==> src/rtl/data_sync_tx_pkg.sv <==
// Shared definitions for the source-side bus-synchronizer launcher.
// Holds the FSM state encoding and the minimum legal parameter values.
// No logic lives here; it is imported by the launcher and its synchronizer.
package data_sync_tx_pkg;

  typedef enum logic [1:0] {
    ST_IDLE    = 2'b00,
    ST_REQ     = 2'b01,
    ST_RELEASE = 2'b10
  } state_t;

  // Below these the crossing cannot guarantee a stable sample at the receiver.
  localparam int MIN_HOLD_CYCLES = 2;
  localparam int MIN_NUM_STAGES  = 2;

endpackage

==> src/rtl/data_sync_tx_bit_sync.sv <==
// Single-bit multi-flop synchronizer into the i_clk domain.
// Latency: NUM_STAGES i_clk edges from i_d to o_q.
// Backpressure: none; pulses shorter than the sync depth may be lost.
module bit_sync
  import data_sync_tx_pkg::*;
#(
  parameter int NUM_STAGES = 2
) (
  input  logic i_clk,
  input  logic i_rst_n,
  input  logic i_d,
  output logic o_q
);

  logic [NUM_STAGES-1:0] r_sync;

  if (NUM_STAGES < MIN_NUM_STAGES) begin : g_bad_stages
    $error("bit_sync: NUM_STAGES must be at least %0d", MIN_NUM_STAGES);
  end

  // Shift the asynchronous input through the flop chain.
  always_ff @(posedge i_clk or negedge i_rst_n) begin
    if (!i_rst_n) begin
      r_sync <= '0;
    end else begin
      r_sync <= {r_sync[NUM_STAGES-2:0], i_d};
    end
  end

  assign o_q = r_sync[NUM_STAGES-1];

endmodule

==> src/rtl/data_sync_tx.sv <==
// Source-domain launcher: registers a word onto unsync_bus and raises bus_enable.
// Latency: bus_enable/unsync_bus valid one cycle after the accept edge.
// Backpressure: src_ready only in IDLE (and no stale ack); no buffering.
module data_sync_tx
  import data_sync_tx_pkg::*;
#(
  parameter int BUS_WIDTH   = 8,
  parameter int NUM_STAGES  = 2,
  parameter int ACK_EN      = 1,
  parameter int HOLD_CYCLES = 6
) (
  input  logic                 CLK,
  input  logic                 RST,
  input  logic [BUS_WIDTH-1:0] src_data,
  input  logic                 src_valid,
  output logic                 src_ready,
  input  logic                 bus_ack,
  output logic [BUS_WIDTH-1:0] unsync_bus,
  output logic                 bus_enable,
  output logic                 busy,
  output logic                 done_pulse
);

  localparam int             CNT_W     = $clog2(HOLD_CYCLES + 1);
  localparam logic [CNT_W-1:0] HOLD_LAST = CNT_W'(HOLD_CYCLES - 1);
  localparam logic           CLOSED    = (ACK_EN != 0);

  if (HOLD_CYCLES < MIN_HOLD_CYCLES || NUM_STAGES < MIN_NUM_STAGES) begin : g_bad_params
    $error("data_sync_tx: HOLD_CYCLES >= %0d and NUM_STAGES >= %0d required",
           MIN_HOLD_CYCLES, MIN_NUM_STAGES);
  end

  state_t                 r_state, w_state_nxt;
  logic [CNT_W-1:0]       r_cnt, w_cnt_nxt;
  logic [BUS_WIDTH-1:0]   r_bus;
  logic                   r_en, w_en_nxt;
  logic                   r_done, w_done_nxt;
  logic                   w_load;
  logic                   w_ack_sync;
  logic                   w_idle_rdy;
  logic                   w_accept;

  bit_sync #(.NUM_STAGES(NUM_STAGES)) u_ack_sync (
    .i_clk  (CLK),
    .i_rst_n(RST),
    .i_d    (bus_ack),
    .o_q    (w_ack_sync)
  );

  // A stale ack still high from the previous transfer blocks a new request.
  assign w_idle_rdy = CLOSED ? !w_ack_sync : 1'b1;
  assign src_ready  = RST && (r_state == ST_IDLE) && w_idle_rdy;
  assign w_accept   = src_valid && src_ready;

  // Next-state, hold counter, enable and completion pulse.
  always_comb begin
    w_state_nxt = r_state;
    w_cnt_nxt   = r_cnt;
    w_en_nxt    = r_en;
    w_done_nxt  = 1'b0;
    w_load      = 1'b0;
    case (r_state)
      ST_IDLE: begin
        if (w_accept) begin
          w_load      = 1'b1;
          w_en_nxt    = 1'b1;
          w_cnt_nxt   = '0;
          w_state_nxt = ST_REQ;
        end
      end
      ST_REQ: begin
        w_en_nxt = 1'b1;
        if (CLOSED) begin
          if (w_ack_sync) begin
            w_en_nxt    = 1'b0;
            w_state_nxt = ST_RELEASE;
          end
        end else if (r_cnt == HOLD_LAST) begin
          w_en_nxt    = 1'b0;
          w_cnt_nxt   = '0;
          w_state_nxt = ST_RELEASE;
        end else begin
          w_cnt_nxt = r_cnt + 1'b1;
        end
      end
      ST_RELEASE: begin
        w_en_nxt = 1'b0;
        if (CLOSED) begin
          if (!w_ack_sync) begin
            w_done_nxt  = 1'b1;
            w_state_nxt = ST_IDLE;
          end
        end else if (r_cnt == HOLD_LAST) begin
          w_done_nxt  = 1'b1;
          w_cnt_nxt   = '0;
          w_state_nxt = ST_IDLE;
        end else begin
          w_cnt_nxt = r_cnt + 1'b1;
        end
      end
      default: begin
        w_en_nxt    = 1'b0;
        w_cnt_nxt   = '0;
        w_state_nxt = ST_IDLE;
      end
    endcase
  end

  // State register and hold counter.
  always_ff @(posedge CLK or negedge RST) begin
    if (!RST) begin
      r_state <= ST_IDLE;
      r_cnt   <= '0;
    end else begin
      r_state <= w_state_nxt;
      r_cnt   <= w_cnt_nxt;
    end
  end

  // Registered outputs toward the receiver; the word only moves on accept.
  always_ff @(posedge CLK or negedge RST) begin
    if (!RST) begin
      r_bus  <= '0;
      r_en   <= 1'b0;
      r_done <= 1'b0;
    end else begin
      if (w_load) begin
        r_bus <= src_data;
      end
      r_en   <= w_en_nxt;
      r_done <= w_done_nxt;
    end
  end

  assign unsync_bus = r_bus;
  assign bus_enable = r_en;
  assign busy       = (r_state != ST_IDLE);
  assign done_pulse = r_done;

endmodule

==> config.mk <==
export PLATFORM = sky130hd
export DESIGN_NAME = data_sync_tx
export DESIGN_NICKNAME = d
export VERILOG_FILES = /design/src/rtl/data_sync_tx_pkg.sv /design/src/rtl/data_sync_tx_bit_sync.sv /design/src/rtl/data_sync_tx.sv
export SDC_FILE = /design/constraint.sdc
export NUM_CORES = 1
export LEC_CHECK = 0
export ABC_CLOCK_PERIOD_IN_PS = 1200
export CAP_MARGIN = 20
export CORE_MARGIN = 2
export CORE_UTILIZATION = 30
export CTS_CLUSTER_SIZE = 28
export DETAILED_ROUTE_END_ITERATION = 10
export GPL_ROUTABILITY_DRIVEN = 0
export GPL_TIMING_DRIVEN = 0
export SYNTH_ARGS = -nofsm -noshare
export SYNTH_HDL_FRONTEND = slang
export SYNTH_SLANG_ARGS = --single-unit
==> constraint.sdc <==
create_clock -name CLK -period 1.2 [get_ports CLK]
set_input_delay 0.18 -clock CLK [delete_from_list [all_inputs] [get_ports CLK]]
set_output_delay 0.18 -clock CLK [all_outputs]
set_load 0.05 [all_outputs]
Word-level counts from Yosys, hierarchy flattened:

Cells that the tools add are included.

* equal/unequal tests: 5
* mux-type cells: 10
* reduce and logical (&&, ||, !) cells: 7

Operators by type and width (number)
* 2-bit 2-to-1 mux: 3
* 2-bit case mux with 3 select lines: 1
* 1-bit 2-to-1 mux: 5
* 2-bit inequality test (second input constant): 2
* 1-bit logical AND: 3
* 3-bit AND reduction: 1
* 2-bit by 1-bit == test with 1-bit output (second input constant): 1
* 2-bit == test (second input constant): 1
* 2-bit logical NOT: 1
* 2-bit by 1-bit inequality test with 1-bit output (second input constant): 1
* 1-bit case mux with 2 select lines: 1
* 2-bit nonzero test: 1
* 1-bit logical NOT: 1

* register bits after elaboration: 14
* input bits: 12
* output and inout bits: 12
* word-level logic and storage cells: 27

Longest topological paths before layout:

Gate-level depths: netlist of the first run.

* word-level depth: 6
* gate-level depth with buffers: 3
* gate-level depth less buffers: 3

Hierarchy:

A second synthesis of the first run with hierarchy kept.

* cell total of the unflattened synthesis: 33
* area, all modules: 526.8 µm²

By module, submodules not included
* data_sync_tx: times used 1, cells an instance 31, area an instance 476.7 µm², sequential area each 300.3 µm²
* bit_sync: times used 1, cells an instance 2, area an instance 50.0 µm², sequential area each 50.0 µm²

Worst setup path after synthesis of the first run:

Ideal clock, no wire load.

* kind: reg-to-reg
* start: register r_state[0]
* end: register r_bus[0] (netlist: unsync_bus[0])
* setup time: 125 ps
* arrival: 1639 ps
* required time: 1075 ps
* slack: -563 ps
* stages on the path, launching flop included: 4
* path buffers: 0
* period minus slack after synthesis: 1763 ps
* cell sequence: dfrtp_1 nor4b_4 nand2_4 mux2_2

* cells in the longest elaborated chain, start to end: 6

RTL lines
* start: declaration: RTL line data_sync_tx.sv:33 `state_t r_state, w_state_nxt;`
* start signal: assignment: RTL line data_sync_tx.sv:115 `r_state <= w_state_nxt;`
* 2-bit logical NOT: RTL line data_sync_tx.sv:52 `assign src_ready = RST && (r_state == ST_IDLE) && w_idle_rdy;`
* 1-bit logical AND (2 in series): RTL line data_sync_tx.sv:52
* via src_ready: RTL line data_sync_tx.sv:16 `output logic src_ready,`
* 1-bit logical AND: RTL line data_sync_tx.sv:53 `assign w_accept = src_valid && src_ready;`
* 1-bit 2-to-1 mux: RTL line data_sync_tx.sv:64 `if (w_accept) begin`
* 1-bit 2-to-1 mux: RTL line data_sync_tx.sv:62 `case (r_state)`
* end signal: assignment: RTL line data_sync_tx.sv:128 `r_bus <= src_data;`
* end: declaration: RTL line data_sync_tx.sv:35 `logic [BUS_WIDTH-1:0] r_bus;`

The timed path passes the listed nets, and every way through them passes these cells.
A chain may end at the register's enable or synchronous reset.

Worst setup path after layout of the first run:

* start: register r_state[0]
* end: register r_bus[0] (netlist: unsync_bus[0])

* cells in the longest elaborated chain, start to end: 6

RTL lines (RTL line)
* 2-bit logical NOT (*): data_sync_tx.sv:52, data_sync_tx.sv:62
* 1-bit logical AND (2 in series): data_sync_tx.sv:52
* 1-bit logical AND: data_sync_tx.sv:53
* 1-bit 2-to-1 mux: data_sync_tx.sv:64
* 1-bit 2-to-1 mux (*): data_sync_tx.sv:62

Mark *: on every way between the ends. The rest lies on a longest branch, timed or not.

==> results.sh, run 1 <==
export IMPL_outcome="finished, violations left"
export IMPL_violations="setup timing"
export IMPL_clockBufferDepth=2
export IMPL_crit_path_end_kind="register"
export IMPL_min_to="u_ack_sync.r_sync[0]$_DFF_PN0_"
export IMPL_netlist_instances=33
export IMPL_setup_viol=11
export IMPL_worst_pin_slew_ns=0.619
export IMPL_reg2reg_to="unsync_bus[0]$_DFFE_PN0P_"
export IMPL_synth_top_area_share_pct=65.7
export IMPL_ys_seq_area_share_pct=65.7
export IMPL_grt_pass1_wl_um=1500
export IMPL_place_ws_ns=-1.35
export IMPL_die_area_sq_um=2130
export IMPL_start_util_pct=31.6
export IMPL_cts_tree="done"
export IMPL_p_total_mw=1.71
export IMPL_io_pins=24
export IMPL_arrival_ns=1.56
export IMPL_hp_start="bus_ack"
export IMPL_synth_top_cell_by_area="dfrtp_1"
export IMPL_fmax_mhz=716
export IMPL_grt_pass1_vias=376
export IMPL_max_cap_violations=0
export IMPL_cp_slowest_cell="dfrtp_2"
export IMPL_slew_headroom_pct=58.6
export IMPL_grt_overflow_total=0
export IMPL_hold_depth=1
export IMPL_cts_num_sinks=14
export IMPL_layout_commonest_cell="dfrtp_1"
export IMPL_finalCritPeriodShare_pct=116
export IMPL_cellLeakagePower_nw=0.390
export IMPL_hp_class="input port to register"
export IMPL_wirelength_um=1010
export IMPL_final_area_sq_um=851
export IMPL_place_area_sq_um=785
export IMPL_viasPerCell=4.48
export IMPL_synth_seq_cells=14
export IMPL_ant_nets=0
export IMPL_cts_root_buffer_cell="clkbuf_4"
export IMPL_path_clk_slew_ns=0.08
export IMPL_synth_warnings=0
export IMPL_io_buffers=23
export IMPL_whs_ns=0.343
export IMPL_layout_min_cycle_time_ns=1.40
export IMPL_placedCellCount=73
export IMPL_slew_viol_final=0
export IMPL_die_x_um=46.2
export IMPL_antenna_found_initial=0
export IMPL_vdd_drop_max_mv=0.992
export IMPL_die_h_um=46.2
export IMPL_path_delay_family="flip-flops"
export IMPL_tns_ns=-1.88
export IMPL_start_kind="register"
export IMPL_finalHoldViolCount=0
export IMPL_syn_area_sq_um=533
export IMPL_path_class="register to register"
export IMPL_fin_skew_ns=0.00458
export IMPL_antenna_cells=0
export IMPL_drive_above_1_share_pct=53.0
export IMPL_synthTopCellsByArea="dfrtp_1 (66%), mux2_2 (17%), nor4b_4 (4.5%), nand2_4 (2.1%), o21ai_0 (1.9%)"
export IMPL_clk_insertion_delay_late_ns=0.27
export IMPL_numCtsBuffers=3
export IMPL_syn2layout_area_growth_pct=59.6
export IMPL_std_cell_rows=15
export IMPL_power_density_nw_per_um2=2000
export IMPL_reg2reg_depth=4
export IMPL_rrSetupSlack_ns=-0.20
export IMPL_htree_levels=1
export IMPL_syn_area_per_cell_sq_um=16.2
export IMPL_dr_pass1_iters=2
export IMPL_fp_coreArea_sq_um=1690
export IMPL_crit_buf_inv=1
export IMPL_cp_max_fo=10
export IMPL_grt_setup_unrepaired="yes"
export IMPL_stdcell_count=83
export IMPL_nNetsFinal=79
export IMPL_crit_chain="nor4b_4 > buf_4 > nand2_8 > mux2_2"
export IMPL_vias=372
export IMPL_drt_wirelength_per_cell_um=12.1
export IMPL_grtUsageTotal_pct=10.5
export IMPL_fin_ws_ns=-0.196
export IMPL_syn_nets=45
export IMPL_final_core_util_pct=50.4
export IMPL_drt_initial_drc_count=1
export IMPL_required_ns=1.36
export IMPL_reg2reg_from="r_state[0]$_DFFE_PN0P_"
export IMPL_final_cell_mix="dfrtp_1 (12), clkdlybuf4s50_1 (10), mux2_2 (8), buf_2 (7), buf_4 (5)"
export IMPL_slowest_delay_ns=0.43
export IMPL_grt_max_degree=15
export IMPL_post_route_drc_count=0
export IMPL_synthDistinctLibCells=12
==> kinds of logic after synthesis <==
| group | count (synthesis) | synth area share, % |
|---|---|---|
| AND/OR/NAND/NOR | 6 | 11.7 |
| flip-flops | 14 | 65.7 |
| buffers and inverters | 1 | 0.704 |
| multiplexers | 8 | 16.9 |
| AO/OA/AOI/OAI | 3 | 3.29 |
| XOR/XNOR | 1 | 1.64 |
==> state kept, by name (all words and copies together) (netlist names) <==
name	count
r_state	2
bus_enable	1
done_pulse	1
u_ack_sync.r_sync	2
unsync_bus	8
==> synthesized netlist by cell type <==
master / n
dfrtp_1: 14
mux2_2: 8
o21ai_0: 2
a21boi_0: 1
and2_1: 1
inv_1: 1
nand2_4: 1
nor3b_1: 1
nor4b_4: 1
or2_2: 1
or2b_1: 1
xor2_1: 1
==> area by class of cell <==
cell class	count	area (sq um)
fill	175	838
sequential	14	353
timing repair buffer	29	249
multi-input combinational	18	188
clock buffer	4	36.3
tap	17	21.3
inverter	1	3.75
==> how the worst max path moves through the flow <==
stage	to	slack, ns	startpoint	cells after the start
final	unsync_bus[0]$_DFFE_PN0P_	-0.20	r_state[0]$_DFFE_PN0P_	4
after global placement	src_ready	-1.35	RST	3
after floorplan	unsync_bus[0]$_DFFE_PN0P_	-0.56	r_state[0]$_DFFE_PN0P_	3
after detailed placement	src_ready	-1.35	RST	3
after CTS	unsync_bus[0]$_DFFE_PN0P_	-0.20	r_state[0]$_DFFE_PN0P_	4
after global routing	unsync_bus[0]$_DFFE_PN0P_	-0.24	r_state[0]$_DFFE_PN0P_	4
==> power breakdown <==
group	internal (mW)	switching, mW
sequential	0.580	0.0554
clock	0.184	0.141
combinational	0.244	0.500
==> routing by layer <==
layer | share of wire (%) | global-route usage, %
met5 | 0 | 0
met1 | 44 | 11.3
met3 | 9.1 | 3.53
met2 | 47 | 17.5
met4 | 0 | 6.86
==> timing repair <==
item / 4_1_cts / 5_1_grt
gates resized for setup: 52 / 14
hold buffers: 1 / 0
buffers inserted: 5 / 0
setup endpoints to repair: 22 / 19
hold endpoints to repair: 14 / 0
pin swaps: 1 / 0
(Power assumes the default switching activity.)
==> run 2: changes to the inputs <==
Settings changed: SLEW_MARGIN set to 40, TNS_END_PERCENT set to 5.
==> results.sh, run 2 (synthesis results as in run 1) <==
export IMPL_viasPerCell=4.46
export IMPL_io_buffers=23
export IMPL_gr_usage_met2_pct=17.2
export IMPL_grt_overflow_total=0
export IMPL_cts_num_sinks=14
export IMPL_required_ns=1.36
export IMPL_path_class="register to register"
export IMPL_crit_path_end_kind="register"
export IMPL_met3_usage_pct=3.53
export IMPL_fmax_mhz=716
export IMPL_grt_max_degree=15
export IMPL_worst_pin_slew_ns=0.631
export IMPL_die_h_um=46.2
export IMPL_vdd_drop_max_mv=1.00
export IMPL_htree_levels=1
export IMPL_cp_max_fo=10
export IMPL_largest_reg_flops=8
export IMPL_fp_coreArea_sq_um=1690
export IMPL_die_x_um=46.2
export IMPL_std_cell_rows=15
export IMPL_hp_class="input port to register"
export IMPL_die_area_sq_um=2130
export IMPL_max_cap_violations=0
export IMPL_cellLeakagePower_nw=0.386
export IMPL_reg2reg_from="r_state[0]$_DFFE_PN0P_"
export IMPL_min_to="u_ack_sync.r_sync[0]$_DFF_PN0_"
export IMPL_final_area_sq_um=856
export IMPL_critPathLaunch="r_state[0]$_DFFE_PN0P_"
export IMPL_post_route_drc_count=0
export IMPL_arrival_ns=1.56
export IMPL_path_clk_slew_ns=0.08
export IMPL_nNetsFinal=78
export IMPL_top_usage_layer="met2"
export IMPL_dr_pass1_iters=1
export IMPL_vias=366
export IMPL_antenna_found_initial=0
export IMPL_start_kind="register"
export IMPL_fin_ws_ns=-0.198
export IMPL_violations="setup timing"
export IMPL_grt_pass1_vias=367
export IMPL_grt_setup_unrepaired="yes"
export IMPL_numCtsBuffers=3
export IMPL_finalCritPeriodShare_pct=116
export IMPL_grt_use_met1_pct=11.3
export IMPL_io_pins=24
export IMPL_place_area_sq_um=785
export IMPL_wirelength_um=998
export IMPL_syn2layout_area_growth_pct=60.6
export IMPL_grt_pass1_wl_um=1490
export IMPL_final_cell_mix="dfrtp_1 (12), clkdlybuf4s50_1 (10), mux2_2 (8), clkdlybuf4s15_2 (5), buf_2 (5)"
export IMPL_rrSetupSlack_ns=-0.20
export IMPL_hold_depth=1
export IMPL_cts_root_buffer_cell="clkbuf_4"
export IMPL_drt_wirelength_per_cell_um=12.2
export IMPL_tns_ns=-1.88
export IMPL_layout_commonest_cell="dfrtp_1"
export IMPL_drt_initial_drc_count=0
export IMPL_grtUsageTotal_pct=10.5
export IMPL_clockBufferDepth=2
export IMPL_slew_headroom_pct=57.8
export IMPL_drive_above_1_share_pct=52.3
export IMPL_finalHoldViolCount=0
export IMPL_outcome="finished, violations left"
export IMPL_power_density_nw_per_um2=2000
export IMPL_layout_min_cycle_time_ns=1.40
export IMPL_antenna_cells=0
export IMPL_clk_insertion_delay_late_ns=0.27
export IMPL_whs_ns=0.343
export IMPL_hp_start="bus_ack"
export IMPL_slew_viol_final=0
export IMPL_start_util_pct=31.6
export IMPL_fin_skew_ns=0.00508
export IMPL_cts_tree="done"
export IMPL_ant_nets=0
export IMPL_reg2reg_depth=4
export IMPL_setup_viol=11
export IMPL_reg2reg_to="unsync_bus[0]$_DFFE_PN0P_"
-- run 2: cell types whose count changed in the layout (fill, tap and decap cells not counted) --
cell,previous run,this run
buf_4,5,4
clkdlybuf4s15_2,3,5
buf_2,7,5
-- run 2: through the flow --
stage	instances	power, mW	util, %	worst slack [ns]
global route	82	1.79	50.7	-0.244
detailed placement	73	1.44	46.4	-1.35
CTS	82	1.77	52.6	-0.198
floorplan	33	1.15	-	-0.563
global placement	73	1.43	46.4	-1.35
finish	82	1.72	50.7	-0.198
-- run 2: critical path, stage by stage, from the launching register on --
cell and delay, ns:
dfrtp_2 0.43, nor4b_4 0.31, buf_4 0.19, nand2_8 0.08
mux2_2 0.29
-- run 2: power by group --
part	internal (mW)	total (mW)	switching, mW	leakage [nW]
registers	0.580	0.640	0.0595	0.168
clock network	0.184	0.326	0.142	0.0210
logic	0.252	0.749	0.497	0.198
-- run 2: layout make-up --
type | instances | area, sq um
Clock buffer | 4 | 36.3
Fill cell | 177 | 833
Inverter | 1 | 3.75
Multi-Input combinational cell | 18 | 188
Sequential cell | 14 | 353
Tap cell | 17 | 21.3
Timing Repair Buffer | 28 | 254
-- run 2: timing repair --
action,in CTS,in global routing
hold endpoints to repair,14,0
pin swaps,1,0
resized for setup,50,12
hold buffers,1,0
gates cloned,0,0
setup buffers,4,0
setup endpoints to repair,22,20
-- run 2: worst max path at each step --
stage	to	slack, ns	cells past startpoint
floorplan	unsync_bus[0]$_DFFE_PN0P_	-0.56	3
global placement	src_ready	-1.35	3
detailed placement	src_ready	-1.35	3
CTS	unsync_bus[0]$_DFFE_PN0P_	-0.20	4
global route	unsync_bus[0]$_DFFE_PN0P_	-0.24	4
finish	unsync_bus[0]$_DFFE_PN0P_	-0.20	4
-- run 2: routing by layer --
| layer | share of wire (%) | wire (um) | vias to the layer above |
|---|---|---|---|
| li1 | - | - | 178 |
| met1 | 47 | 466 | 168 |
| met2 | 45 | 451 | 20 |
| met3 | 8.0 | 80 | 0 |
| met4 | 0 | 0 | 0 |
| met5 | 0 | 0 | - |
==> run 3: changes to the inputs <==
Settings changed: CORE_MARGIN 2 to 4, GPL_ROUTABILITY_DRIVEN 0 to not set, SLEW_MARGIN 40 to 10.
==> results.sh, run 3 (synthesis results as in run 1) <==
export IMPL_clk_insertion_delay_late_ns=0.28
export IMPL_violations="setup timing"
export IMPL_setup_viol=10
export IMPL_slew_headroom_pct=58.4
export IMPL_die_x_um=50.2
export IMPL_drt_initial_drc_count=1
export IMPL_drive_above_1_share_pct=51.6
export IMPL_reg2reg_to="unsync_bus[6]$_DFFE_PN0P_"
export IMPL_layout_min_cycle_time_ns=1.41
export IMPL_met2_length_um=433
export IMPL_io_buffers=23
export IMPL_hp_class="input port to register"
export IMPL_fillCellCount=148
export IMPL_fp_coreArea_sq_um=1590
export IMPL_dr_pass1_iters=2
export IMPL_hold_depth=1
export IMPL_crit_buf_inv=1
export IMPL_outcome="finished, violations left"
export IMPL_reg2reg_from="r_state[0]$_DFFE_PN0P_"
export IMPL_min_to="u_ack_sync.r_sync[0]$_DFF_PN0_"
export IMPL_seqPwrFrac_pct=38.6
export IMPL_drt_wirelength_per_cell_um=11.5
export IMPL_netSwitchingPower_mw=0.694
export IMPL_required_ns=1.37
export IMPL_grt_pass1_vias=376
export IMPL_cts_num_sinks=14
export IMPL_grt_pass1_wl_um=1590
export IMPL_path_class="register to register"
export IMPL_whs_ns=0.336
export IMPL_slowest_delay_ns=0.44
export IMPL_numCtsBuffers=3
export IMPL_final_cell_mix="dfrtp_1 (12), clkdlybuf4s50_1 (10), mux2_2 (8), clkdlybuf4s15_2 (6)"
export IMPL_dpl_hpwl_um=694
export IMPL_die_area_sq_um=2520
export IMPL_power_switching_share_pct=42.1
export IMPL_io_pins=24
export IMPL_path_delay_family="flip-flops"
export IMPL_wl_met3_um=153
export IMPL_clockBufferDepth=2
export IMPL_p_total_mw=1.65
export IMPL_grt_overflow_total=0
export IMPL_p_int_mw=0.956
export IMPL_viasPerCell=4.35
export IMPL_path_clk_slew_ns=0.08
export IMPL_cellLeakagePower_nw=0.379
export IMPL_slew_viol_final=0
export IMPL_grt_max_degree=15
export IMPL_finalHoldViolCount=0
export IMPL_vdd_drop_max_mv=0.885
export IMPL_worst_pin_slew_ns=0.622
export IMPL_std_cell_rows=14
export IMPL_clkPwrFrac_pct=15.8
export IMPL_htree_levels=1
export IMPL_cts_root_buffer_cell="clkbuf_4"
export IMPL_wirelength_um=1010
export IMPL_top_layer_used="met4"
export IMPL_grt_setup_unrepaired="yes"
export IMPL_m1WireLength_um=406
export IMPL_arrival_ns=1.58
export IMPL_syn2layout_area_growth_pct=60.8
export IMPL_largest_reg_flops=8
export IMPL_rrSetupSlack_ns=-0.21
export IMPL_hp_start="bus_ack"
export IMPL_crit_path_end_kind="register"
export IMPL_post_route_drc_count=0
export IMPL_grtUsageTotal_pct=8.83
export IMPL_die_h_um=50.2
export IMPL_ant_nets=0
export IMPL_reg2reg_depth=4
export IMPL_antenna_cells=0
export IMPL_finalCritPeriodShare_pct=118
export IMPL_place_ws_ns=-1.36
export IMPL_max_cap_violations=0
export IMPL_crit_chain="nor4b_4 > buf_4 > nand2_8 > mux2_2"
export IMPL_cts_tree="done"
export IMPL_start_util_pct=33.4
export IMPL_start_kind="register"
export IMPL_fin_ws_ns=-0.215
export IMPL_fin_skew_ns=0.00298
export IMPL_power_density_nw_per_um2=1930
export IMPL_cp_max_fo=10
export IMPL_fmax_mhz=707
export IMPL_vias=383
export IMPL_nNetsFinal=78
export IMPL_cp_slowest_cell="dfrtp_2"
export IMPL_gp_congestion=0.617
export IMPL_pwr_share_comb_pct=45.6
export IMPL_antenna_found_initial=0
export IMPL_layout_commonest_cell="dfrtp_1"
[run 3: cell types whose count changed in the layout (fill, tap and decap cells not counted), sizes merged]
| cell | change |
|---|---|
| clkdlybuf4s15 | +1 |
| buf | -1 |
| clkbuf | -1 |
[run 3: through the flow]
stage / setup TNS (ns) / area (sq um) / instances / utilization (%)
global route: -2.68 / 857 / 88 / 53.8
detailed placement: -11.33 / 793 / 80 / 49.8
finish: -2.06 / 857 / 88 / 53.8
global placement: -11.35 / 793 / 80 / 49.8
floorplan: -5.31 / 533 / 33 / -
CTS: -2.14 / 876 / 87 / 54.9
[run 3: final cells by class]
class | count | area, sq um | area share (%)
clock buffer | 3 | 22.5 | 2.63
inverter | 1 | 3.75 | 0.438
multi-input combinational | 18 | 188 | 21.9
sequential | 14 | 353 | 41.2
tap | 24 | 30.0 | 3.50
timing repair buffer | 28 | 260 | 30.4
[run 3: what timing repair did]
action	CTS	global route
gates resized for setup	50	9
hold buffers	1	0
setup endpoints to repair	22	20
setup buffers	3	1
endpoints found under the hold margin	14	0
pin swaps	1	0
[run 3: metal layers]
metal | vias up | global-route usage, %
li1 | 177 | -
met1 | 184 | 9.38
met2 | 20 | 12.6
met3 | 2 | 7.10
met4 | 0 | 4.15
met5 | - | 0
[run 3: power groups by stage]
stage / logic [mW] / clock network [mW] / registers [mW]
after floorplan: 0.154 / 0 / 0.993
after global placement: 0.781 / 0 / 0.646
after detailed placement: 0.785 / 0 / 0.650
after CTS: 0.787 / 0.278 / 0.640
after global routing: 0.789 / 0.295 / 0.655
final: 0.753 / 0.261 / 0.636
[run 3: worst max path at each step]
| stage | startpoint | endpoint | slack (ns) | depth (start not counted) |
|---|---|---|---|---|
| after global routing | r_state[0]$_DFFE_PN0P_ | unsync_bus[4]$_DFFE_PN0P_ | -0.27 | 4 |
| after global placement | RST | src_ready | -1.37 | 3 |
| after detailed placement | RST | src_ready | -1.36 | 3 |
| final | r_state[0]$_DFFE_PN0P_ | unsync_bus[6]$_DFFE_PN0P_ | -0.21 | 4 |
| after floorplan | r_state[0]$_DFFE_PN0P_ | unsync_bus[0]$_DFFE_PN0P_ | -0.56 | 3 |
| after CTS | r_state[0]$_DFFE_PN0P_ | src_ready | -0.23 | 2 |
